**src/rtl/pipe_hazard_ctrl.sv**
```systemverilog
// -----------------------------------------------------------------------------
// pipe_hazard_ctrl
//
// Central stall/flush sequencer for the 5-stage RISC-V pipeline. Produces the
// load enables and flush (NOP/bubble) controls for the PC, IF/ID, ID/EX,
// EX/MEM and MEM/WB registers. It resolves three conditions, highest priority
// first: multi-cycle data-memory accesses, taken-branch redirects and
// load-use hazards. It also keeps a saturating count of stalled cycles.
//
// Optional feature (compile-time macro PIPE_CTRL_TIMEOUT_EN):
//   When defined, a memory access that stays in WAIT for TIMEOUT_CYCLES
//   cycles is force-released as if acknowledged, and timeout_err_o is set
//   until reset. When undefined, WAIT is unbounded and timeout_err_o is 0.
//
// Ports:
//   clk, rst_n            clock, asynchronous active-low reset
//   id_rs1_i, id_rs2_i    source registers of the instruction in ID
//   id_uses_rs1_i/rs2_i   ID instruction actually reads rs1 / rs2
//   ex_rd_i               destination register of the instruction in EX
//   ex_mem_read_i         EX instruction is a load
//   ex_branch_taken_i     EX resolved a taken branch/jump
//   mem_op_i              MEM instruction is a load/store
//   dmem_ack_i            data memory completes the current access
//   dmem_req_o            data memory request (follows mem_op_i)
//   *_en_o / *_flush_o    pipeline register enables and flushes
//   stall_cnt_o           cycles with pc_en_o low, saturating
//   timeout_err_o         sticky memory-timeout flag
// -----------------------------------------------------------------------------
module pipe_hazard_ctrl #(
    parameter int STALL_CNT_W    = 16,
    parameter int TIMEOUT_CYCLES = 64
) (
    input  logic                   clk,
    input  logic                   rst_n,
    input  logic [4:0]             id_rs1_i,
    input  logic [4:0]             id_rs2_i,
    input  logic                   id_uses_rs1_i,
    input  logic                   id_uses_rs2_i,
    input  logic [4:0]             ex_rd_i,
    input  logic                   ex_mem_read_i,
    input  logic                   ex_branch_taken_i,
    input  logic                   mem_op_i,
    input  logic                   dmem_ack_i,
    output logic                   dmem_req_o,
    output logic                   pc_en_o,
    output logic                   ifid_en_o,
    output logic                   ifid_flush_o,
    output logic                   idex_en_o,
    output logic                   idex_flush_o,
    output logic                   exmem_en_o,
    output logic                   memwb_en_o,
    output logic                   memwb_flush_o,
    output logic [STALL_CNT_W-1:0] stall_cnt_o,
    output logic                   timeout_err_o
);

    typedef enum logic {
        ST_RUN  = 1'b0,
        ST_WAIT = 1'b1
    } state_t;

    state_t state_q, state_d;

    logic timeout_hit;
    logic timeout_err_q;
    logic eff_ack;
    logic mem_stall;
    logic load_use;

    if (TIMEOUT_CYCLES < 1) begin : g_bad_timeout
        $error("pipe_hazard_ctrl: TIMEOUT_CYCLES must be at least 1");
    end

    // A forced timeout release behaves exactly like a real acknowledge.
    assign eff_ack   = dmem_ack_i | timeout_hit;
    assign mem_stall = mem_op_i & ~eff_ack;

    // x0 is hard-wired zero, so a load targeting it never creates a hazard.
    assign load_use = ex_mem_read_i && (ex_rd_i != 5'd0) &&
                      ((id_uses_rs1_i && (id_rs1_i == ex_rd_i)) ||
                       (id_uses_rs2_i && (id_rs2_i == ex_rd_i)));

    // ---------------- FSM ----------------
    // NOTE: state registers use non-blocking assignments so every flop samples
    // pre-edge values; blocking here would create order-dependent races.
    always_ff @(posedge clk or negedge rst_n) begin
        if (!rst_n) state_q <= ST_RUN;
        else        state_q <= state_d;
    end

    always_comb begin
        state_d = state_q;
        case (state_q)
            ST_RUN:  if (mem_stall) state_d = ST_WAIT;
            ST_WAIT: if (eff_ack)   state_d = ST_RUN;
            default: state_d = ST_RUN;
        endcase
    end

    // ---------------- Optional memory timeout ----------------
`ifdef PIPE_CTRL_TIMEOUT_EN
    localparam int WAIT_CNT_W = $clog2(TIMEOUT_CYCLES + 1);

    logic [WAIT_CNT_W-1:0] wait_cnt_q;

    // wait_cnt_q holds the number of WAIT cycles already completed, so the
    // TIMEOUT_CYCLES-th WAIT cycle is the one that releases.
    assign timeout_hit = (state_q == ST_WAIT) &&
                         (wait_cnt_q == WAIT_CNT_W'(TIMEOUT_CYCLES - 1));

    always_ff @(posedge clk or negedge rst_n) begin
        if (!rst_n) begin
            wait_cnt_q    <= '0;
            timeout_err_q <= 1'b0;
        end else begin
            if (state_q == ST_WAIT && state_d == ST_WAIT) wait_cnt_q <= wait_cnt_q + 1'b1;
            else                                          wait_cnt_q <= '0;
            if (timeout_hit) timeout_err_q <= 1'b1;
        end
    end
`else
    assign timeout_hit   = 1'b0;
    assign timeout_err_q = 1'b0;
`endif

    // ---------------- Control outputs ----------------
    logic pc_en, ifid_en, ifid_flush, idex_en, idex_flush;
    logic exmem_en, memwb_en, memwb_flush;

    // NOTE: every output gets a default before the priority chain, so no path
    // leaves a signal unassigned and no latch is inferred.
    always_comb begin
        pc_en       = 1'b1;
        ifid_en     = 1'b1;
        ifid_flush  = 1'b0;
        idex_en     = 1'b1;
        idex_flush  = 1'b0;
        exmem_en    = 1'b1;
        memwb_en    = 1'b1;
        memwb_flush = 1'b0;
        if (mem_stall) begin
            // Freeze everything upstream of MEM; branch/load-use inputs hold
            // while frozen and are acted on once the access completes.
            pc_en       = 1'b0;
            ifid_en     = 1'b0;
            idex_en     = 1'b0;
            exmem_en    = 1'b0;
            memwb_flush = 1'b1;
        end else if (ex_branch_taken_i) begin
            // Squashing ID also discards any load-use hazard it carried.
            ifid_flush = 1'b1;
            idex_flush = 1'b1;
        end else if (load_use) begin
            pc_en      = 1'b0;
            ifid_en    = 1'b0;
            idex_flush = 1'b1;
        end
    end

    // ---------------- Stall-cycle counter ----------------
    logic [STALL_CNT_W-1:0] stall_cnt_q;

    always_ff @(posedge clk or negedge rst_n) begin
        if (!rst_n)                            stall_cnt_q <= '0;
        else if (!pc_en && (stall_cnt_q != '1)) stall_cnt_q <= stall_cnt_q + 1'b1;
    end

    // All outputs are forced low while reset is asserted.
    assign dmem_req_o    = rst_n & mem_op_i;
    assign pc_en_o       = rst_n & pc_en;
    assign ifid_en_o     = rst_n & ifid_en;
    assign ifid_flush_o  = rst_n & ifid_flush;
    assign idex_en_o     = rst_n & idex_en;
    assign idex_flush_o  = rst_n & idex_flush;
    assign exmem_en_o    = rst_n & exmem_en;
    assign memwb_en_o    = rst_n & memwb_en;
    assign memwb_flush_o = rst_n & memwb_flush;
    assign stall_cnt_o   = rst_n ? stall_cnt_q : '0;
    assign timeout_err_o = rst_n & timeout_err_q;

endmodule
```
**config.mk**
```make
export PLATFORM = sky130hd
export DESIGN_NAME = pipe_hazard_ctrl
export DESIGN_NICKNAME = d
export VERILOG_FILES = /design/src/rtl/pipe_hazard_ctrl.sv
export SDC_FILE = /design/constraint.sdc
export NUM_CORES = 1
export LEC_CHECK = 0
export ABC_AREA = 1
export CAP_MARGIN = 40
export CELL_PAD_IN_SITES_DETAIL_PLACEMENT = 1
export CELL_PAD_IN_SITES_GLOBAL_PLACEMENT = 2
export CORE_MARGIN = 2
export CORE_UTILIZATION = 24
export DETAILED_ROUTE_END_ITERATION = 10
export HOLD_SLACK_MARGIN = 0.05
export PLACE_DENSITY = 0.91
export SLEW_MARGIN = 15
export SYNTH_ARGS = -nofsm -noshare
export SYNTH_HDL_FRONTEND = slang
export SYNTH_SLANG_ARGS = --single-unit
```
**constraint.sdc**
```tcl
create_clock -name clk -period 3.3 [get_ports clk]
set_clock_uncertainty 0.05 [all_clocks]
set_input_delay 0.66 -clock clk [delete_from_list [all_inputs] [get_ports clk]]
set_output_delay 0.66 -clock clk [all_outputs]
set_load 0.03 [all_outputs]
```
### After elaboration in Yosys (flattened, before gate mapping)

Index checks and enable logic that the tools add are counted.

| cells by class | value |
|---|---|
| eq/ne operators | 3 |
| bitwise logic cells | 8 |
| $add $sub $neg | 1 |
| mux-type cells | 11 |
| reduce and logical (&&, ||, !) cells | 8 |

Operators with widths:

| kind | number |
|---|---|
| $add A16 B1 Y16 const B | 1 |
| $mux W16 | 1 |
| $ne A16 B16 Y1 const B | 1 |
| $eq A5 B5 Y1 | 2 |
| $mux W1 | 10 |
| $and A1 B1 Y1 | 7 |
| $logic_and A1 B1 Y1 | 5 |
| $reduce_bool A5 Y1 | 1 |
| $logic_not A1 Y1 | 1 |
| $logic_or A1 B1 Y1 | 1 |
| $not A1 Y1 | 1 |

| word-level totals | value |
|---|---|
| word-level logic and storage cells | 32 |
| register bits | 16 |
| input port bits | 23 |
| output and inout bits | 26 |

### Depth between registers and ports, before layout

Gate-level depths: netlist (run 1).

| logic depth | value |
|---|---|
| depth after elaboration | 9 |
| gate-level depth with buffers | 12 |
| gate-level depth less buffers | 11 |

### Worst setup path after synthesis (run 1)

Ideal clock, no wire load.

| path | value |
|---|---|
| kind | input to output |
| from | input rst_n |
| to | output idex_flush_o |
| arrival | 2.094 ns |
| required time | 2.590 ns |
| cell stages on the path | 5 |
| setup slack | 0.496 ns |
| path buffers | 1 |
| path through | clkbuf_1 -> inv_1 -> nor2_1 -> inv_1 -> a21oi_1 |

| on the way | value |
|---|---|
| cells in the longest elaborated chain, start to end | 1 |

RTL lines:

| what | RTL line | RTL |
|---|---|---|
| start, declared | 34 | `input logic rst_n,` |
| $and A1 B1 Y1 | 174 | `assign idex_flush_o = rst_n & idex_flush;` |
| end, declared | 49 | `output logic idex_flush_o,` |

No other way between the ends.

### Final worst setup path (run 1)

| path | value |
|---|---|
| from | input ex_rd_i[1] |
| to | output ifid_en_o |

| on the way | value |
|---|---|
| cells in the longest elaborated chain, start to end | 8 |
| elaborated cells between the ends (all ways) | 12 |
| those cells by class | 2 x eq/ne; 3 x mux; 1 x bitwise; 6 x reduce/logical |

RTL lines:

| what | RTL line | RTL |
|---|---|---|
| start, declared | 39 | `input logic [4:0] ex_rd_i,` |
| $eq A5 B5 Y1, on equally long branches | 80, 81 |  |
| $logic_and A1 B1 Y1, on equally long branches | 80, 81 |  |
| $logic_or A1 B1 Y1 | 80 | `((id_uses_rs1_i && (id_rs1_i == ex_rd_i)) \|\|` |
| $logic_and A1 B1 Y1 (*) | 79 | `assign load_use = ex_mem_read_i && (ex_rd_i != 5'd0) &&` |
| $mux W1 (*) | 153 | `end else if (load_use) begin` |
| $mux W1 (*) | 149 | `end else if (ex_branch_taken_i) begin` |
| $mux W1 (*) | 141 | `if (mem_stall) begin` |
| $and A1 B1 Y1 (*) | 171 | `assign ifid_en_o = rst_n & ifid_en;` |
| end, declared | 46 | `output logic ifid_en_o,` |

Every way passes the cells marked *; elsewhere a longest branch is shown, timed or not.

==> results of run 1 <==
stage by stage:
step           instance area, sq um  total power, mW
4_1_cts                        1960            0.645
3_5_place_dp                   1910            0.464
6_report                       1960            0.634
5_1_grt                        1960            0.682
3_3_place_gp                   1910            0.457
2_1_floorplan                  1460            0.382
final timing paths:
| check | to | cells after the start |
|---|---|---|
| max in group asynchronous | stall_cnt_q[2] | 2 |
| min reg2reg | stall_cnt_q[15] | 2 |
| min | stall_cnt_q[15] | 2 |
| max | ifid_en_o | 11 |
| min in group asynchronous | stall_cnt_q[8] | 2 |
| max reg2reg | stall_cnt_q[1] | 7 |
metal layers:
| metal | vias up | track usage [%] | routed length [um] | part of all wire, % |
|---|---|---|---|---|
| met1 | 706 | 16.6 | 1920 | 47 |
| li1 | 804 | - | - | - |
| met2 | 23 | 22.4 | 2000 | 49 |
| met5 | - | 0 | 0 | 0 |
| met3 | 2 | 2.53 | 150 | 3.7 |
| met4 | 0 | 2.33 | 28 | 0.68 |
layout make-up:
class / count / area, sq um
timing repair buffer: 49 / 423
sequential: 16 / 400
inverter: 51 / 191
multi-input combinational: 169 / 798
tap: 75 / 93.8
clock buffer: 4 / 55.1
fill: 773 / 3920
layout by cell type (no fill, tap or decap):
master	synthesis	final
nor4_2	1	1
nor2_2	1	1
o21ai_0	1	1
nand3_2	3	3
nand3_1	19	19
nand2_1	101	101
nor3b_2	1	1
nand4_1	3	3
nand2_2	1	1
nand2_4	1	1
nor3_2	1	1
clkdlybuf4s50_1	0	22
xnor2_1	4	4
buf_4	4	27
clkinv_1	1	1
inv_2	6	6
nor3_1	2	2
inv_1	44	44
conb_1	1	1
ha_1	1	1
xor2_1	4	4
nor2_1	20	20
clkbuf_8	0	4
a21oi_1	1	1
nand4_2	1	1
dfrtp_1	16	16
nor2_4	2	2
worst register-to-register path, cell delays in order (launching register included):
cell and delay [ns]:
dfrtp_1 0.45, ha_1 0.23, nand2_1 0.10, nor2_4 0.17, nand4_2 0.40, nand2_2 0.35, nand2_1 0.09, nand2_1 0.07
kinds of logic (layout without fill, tap and decap cells):
family	Yosys count	count (layout)	share of synthesized area, %
AO/OA/AOI/OAI	2	2	0.687
adder cells (fa/ha/maj)	1	1	0.860
flip-flops	16	16	27.5
XOR/XNOR	8	8	4.81
AND/OR/NAND/NOR	157	157	48.2
other	1	1	0.258
buffers and inverters	60	104	17.6
power by group through the flow:
| stage | clock network (mW) | registers [mW] | logic, mW |
|---|---|---|---|
| floorplan | 0 | 0.248 | 0.135 |
| global placement | 0 | 0.255 | 0.202 |
| detailed placement | 0 | 0.256 | 0.208 |
| CTS | 0.184 | 0.253 | 0.209 |
| global route | 0.194 | 0.259 | 0.230 |
| finish | 0.176 | 0.253 | 0.205 |
==> summary.md, run 1 <==
| Metric | Value |
|---|---|
| TritonCTS Buffers | 3 |
| Maximum vdd drop | 179 uV |
| Chip Height | approximately 82 um |
| Initial Utilization | between 20% and 30% |
| Largest register FFs | 16 |
| Root Driver | clkbuf_8 |
| Top flop regs | stall_cnt_q (16) |
| Clock power frac | 27.8% |
| Most frequent cell after synthesis | nand2_1 |
| Hold slack | a little under 0.5 ns |
| CP max stage cell | clkdlybuf4s50_1 |
| Die width | 81.9 um |
| Critical path origin | ex_rd_i[1] |
| Post-detail-place hpwl | 3.23 mm |
| Worst hold start | stall_cnt_q[15] |
| Post_cts resized | 0 |
| # diodes | 0 |
| Gate power share | between 30% and 40% |
| Worst slack at placement | approximately 0.54 ns |
| Antenna viol nets, final | 0 |
| Max Cap Viol | 0 |
| Cell variety after synth | 28 |
| Total Nets Final | between 300 and 400 |
| Leakage | between 1 and 1.5 nW |
| Max Transition Viols Final | 0 |
| Final Hold Fails | 0 |
| Slowest Stage Delay on Critical Path | 0.54 ns |
| Final setup vio count | 0 |
| Syn avg cell area | 5.94 sq um |
| Vias | 1535 |
| Synth Net Count | between 200 and 300 |
| Top cell by count, worst path | nand2_1 |
| Arr. time, crit path | 2.05 ns |
| Final worst path period share | 83.7% |
| Placer Congestion | between 0.7 and 0.8 |
| Number of synthesized flops with an enable pin | 0 |
| Mapped Area | about 1500 sq um |
| Die area | ~6700 sq um |
| # DRC | 0 |
| CTS max path bufs | 2 |
| Post-Place Cells | 360 |
| Hold crit path type | register to register |
| Clock slew at reported path FFs | roughly 0.07 ns |
| Yosys top cell by area | dfrtp_1 |
| CP cell instances | clkdlybuf4s50_1, inv_2, nand2_1, nand2_1, nor2_1, nand3_1, nand2_1, nand3_2, nand2_1, inv_1, buf_4 |
| CP delay by family, top | buffers and inverters |
| Flop pwr share | roughly 40% |
| Gr usage total | 12.9% |
| Post-CTS Setup Bufs | 0 |
| Global route overflow | 0 |
| Net switching power | approximately 220 uW |
| Post-CTS Hold Buffers | 0 |
| Power per cell area | between 300 and 400 nW/um^2 |
| Crit Path Max Fanout | 3 |
| Clk_lat worst skew | between 0.2 and 0.3 ns |
| Sum Neg Setup Slack | 0 ns |
| Core footprint | just under 6000 sq um |
| First-pass GRT wire length | 6.76 mm |
| Number of global-route vias before repair | ~1500 |
| CP bufs+invs | 4 |
| Ys Warns | 0 |
| Async SR Flop Fraction | 100% |
| Slack of the critical path | 0.539 ns |
| Max frequency | between 300 and 400 MHz |
| Share of layout cells above drive strength 1 | 17.0% |
| Post-synthesis sequential area ratio | about 28% |
| Most common library cells after synthesis | nand2_1, inv_1, nor2_1 |
| Status | finished clean |
| Initial antenna violation count | 0 |
| Final WL | 4.09 mm |
| Crit. End Element | primary output |
| Post-Synthesis Cells | 245 |
| CTS tree | yes |
| Minimum clock period | roughly 2.8 ns |
| DRT Pass-1 Iters | 4 |
| Synth area leaders | dfrtp_1, nand2_1, inv_1, nand3_1, nor2_1 |
| DRT iter0 DRCs | 39 |
| Worst Path Required | around 2.6 ns |
| Flop-to-flop setup slack | 1.33 ns |
| Critical R2R Launch | stall_cnt_q[0] |
| Main synth FF type | dfrtp_1 |
| I/O pin count | 49 |
| Largest net degree at the start of global routing | 24 |
| Top cell type's share of synthesized area | 27.5% |
| Layout area overhead | 34.8% |
| RSZ-0062 raised after global routing | no |
| Port bufs | 47 |
| Final Util | 33.3% |
| Rows | 28 |
| WL/cell | ~11 um |
| Startpoint types | input port |
| Number of H-tree levels | 1 |
| Net Sw Frac | a little over a third |
| Int Pwr | approximately 400 uW |
| Most flop-heavy register | stall_cnt_q |
| # clock sinks | 16 |
| Number of synthesized register bits | 16 |
| Kind of critical path | input port to primary output |
| Via density | approximately 4.2 |
| Fin cells | 364 |
Note: power is estimated with default switching activity, not from simulation.
==> run 2: changes to the inputs <==
--- a/config.mk
+++ b/config.mk
@@ -10,10 +10,10 @@
 export CELL_PAD_IN_SITES_DETAIL_PLACEMENT = 1
 export CELL_PAD_IN_SITES_GLOBAL_PLACEMENT = 2
 export CORE_MARGIN = 2
-export CORE_UTILIZATION = 24
+export CORE_UTILIZATION = 23
 export DETAILED_ROUTE_END_ITERATION = 10
 export HOLD_SLACK_MARGIN = 0.05
-export PLACE_DENSITY = 0.91
+export PLACE_DENSITY = 0.88
 export SLEW_MARGIN = 15
 export SYNTH_ARGS = -nofsm -noshare
 export SYNTH_HDL_FRONTEND = slang
==> constraint.sdc (replaced) <==
create_clock -name clk -period 2.9 [get_ports clk]
set_clock_uncertainty 0.05 [all_clocks]
set_input_delay 0.58 -clock clk [delete_from_list [all_inputs] [get_ports clk]]
set_output_delay 0.58 -clock clk [all_outputs]
set_load 0.03 [all_outputs]
==> run 2 against run 1 <==
  * Via count is 0.78% higher
  * First-iteration DRC count is 5.1% lower
  * Clock-buffer cell count stayed put
  * Combinational power is 14% higher
  * Total power is 15% higher
  * Utilization is 0.78 points lower
  * Cell area stayed put
  * Critical endpoint is now pc_en_o
==> summary.md, run 2 (synthesized netlist as in run 1, its figures left out) <==
| Metric | Value |
|---|---|
| Status | finished clean |
| Largest net degree at the start of global routing | 24 |
| Worst Hold Path EP | stall_cnt_q[15] |
| Max frequency | between 300 and 400 MHz |
| # diodes | 0 |
| Port bufs | 47 |
| Met2 routed WL | ~1.9 mm |
| Share of layout cells above drive strength 1 | 17.0% |
| Gr usage total | ~11% |
| CTS max path bufs | 2 |
| Crit Path Max Fanout | 4 |
| Crit. End Element | primary output |
| Antenna viol nets, final | 0 |
| DRT iter0 DRCs | 37 |
| Post_cts resized | 0 |
| Via density | 4.25 |
| DRT Pass-1 Iters | 4 |
| Commonest non-fill, non-tap cells in the layout | nand2_1, inv_1, buf_4, clkdlybuf4s50_1, nor2_1 |
| Chip Height | 83.5 um |
| Total Nets Final | around 310 |
| Vias | roughly 1500 |
| Reg area | between 400 and 500 sq um |
| Maximum vdd drop | roughly 210 uV |
| DR top layer | met4 |
| Initial antenna violation count | 0 |
| Critical R2R Launch | stall_cnt_q[0] |
| I/O pin count | 49 |
| Power per cell area | about 370 nW/um^2 |
| Slack of the critical path | approximately 0.32 ns |
| Worst slack at placement | 0.307 ns |
| Post-route met1 wirelength | about 1.8 mm |
| Clk_lat worst skew | 0.26 ns |
| Arr. time, crit path | 1.95 ns |
| Flop-to-flop setup slack | 1.00 ns |
| Final setup vio count | 0 |
| Hold depth | 2 |
| Filler instances | between 800 and 900 |
| Clock slew at reported path FFs | around 0.070 ns |
| Minimum clock period | 2.58 ns |
| Startpoint types | input port |
| Leakage | 1.12 nW |
| Sum Neg Setup Slack | 0 ns |
| WL/cell | 10.5 um |
| Die area | 6980 sq um |
| Layout area overhead | 34.8% |
| Rows | 28 |
| Placer Congestion | around 0.77 |
| Post-CTS Setup Bufs | 0 |
| Number of H-tree levels | 1 |
| WL met3 | between 150 and 200 um |
| Multi-input gate area | approximately 800 sq um |
| Global route overflow | 0 |
| Most flop-heavy register | stall_cnt_q |
| Largest register FFs | 16 |
| Hold crit path type | register to register |
| Post-CTS Hold Buffers | 0 |
| Max Cap Viol | 0 |
| Root Driver | clkbuf_8 |
| # clock sinks | 16 |
| Final Hold Fails | 0 |
| TritonCTS Buffers | 3 |
| Worst hold start | stall_cnt_q[15] |
| Final worst path period share | roughly 89% |
| Most common cell after layout, fill and taps aside | nand2_1 |
| Final WL | ~3.8 mm |
| Core footprint | ~6000 sq um |
| Initial Utilization | 24.1% |
| Die width | 83.5 um |
| Worst Path Required | 2.27 ns |
| FF-to-FF path depth | 8 |
| R2r endpoint | stall_cnt_q[7] |
| # DRC | 0 |
| Kind of critical path | input port to primary output |
| First-pass GRT wire length | between 6 and 7 mm |
| Top flop regs | stall_cnt_q (16) |
| RSZ-0062 raised after global routing | no |
| Post-detail-place hpwl | around 3.1 mm |
| Number of global-route vias before repair | around 1500 |
| Max Transition Viols Final | 0 |
| CTS tree | yes |
run 2: report_power, final:
part           internal [mW]  switching [mW]
clock network          0.121          0.0876
logic                 0.0988           0.135
registers              0.247          0.0379
total                  0.467           0.261
run 2: final cells by class:
| type | count | share of cell area, % |
|---|---|---|
| flip-flops and latches | 16 | 20.4 |
| well taps | 75 | 4.78 |
| clock buffers | 4 | 2.81 |
| repair buffers | 49 | 21.6 |
| inverters | 51 | 9.76 |
| multi-input cells | 169 | 40.7 |
run 2: per-layer routing:
layer / track usage [%] / up-vias
li1: - / 810
met1: 14.6 / 708
met2: 20.1 / 25
met3: 1.58 / 4
met4: 1.76 / 0
met5: 0 / -
run 2: worst max path at each step:
| stage | start | to | slack, ns |
|---|---|---|---|
| 6_report | ex_rd_i[4] | pc_en_o | 0.32 |
| 5_1_grt | ex_rd_i[4] | pc_en_o | 0.17 |
| 4_1_cts | ex_rd_i[0] | pc_en_o | 0.31 |
| 3_5_place_dp | ex_rd_i[0] | pc_en_o | 0.31 |
| 3_3_place_gp | ex_rd_i[0] | pc_en_o | 0.30 |
| 2_1_floorplan | rst_n | idex_flush_o | 0.26 |
run 2: through the flow:
step	cell area (sq um)	hold slack, ns	total power, mW	util [%]	std cells
after floorplan	1460	0.234	0.435	-	245
after global placement	1910	0.463	0.522	31.6	360
after detailed placement	1910	0.497	0.530	31.6	360
after CTS	1960	0.515	0.744	32.6	364
after global routing	1960	0.539	0.775	32.6	364
final	1960	0.501	0.728	32.6	364
run 2: worst max-delay path, cell delays in order:
cell	delay, ns
clkdlybuf4s50_1	0.55
inv_2	0.05
nand2_1	0.05
nand2_1	0.05
nor2_1	0.12
nand3_1	0.08
nand2_1	0.09
nand3_2	0.10
nand2_1	0.07
inv_1	0.04
buf_4	0.16
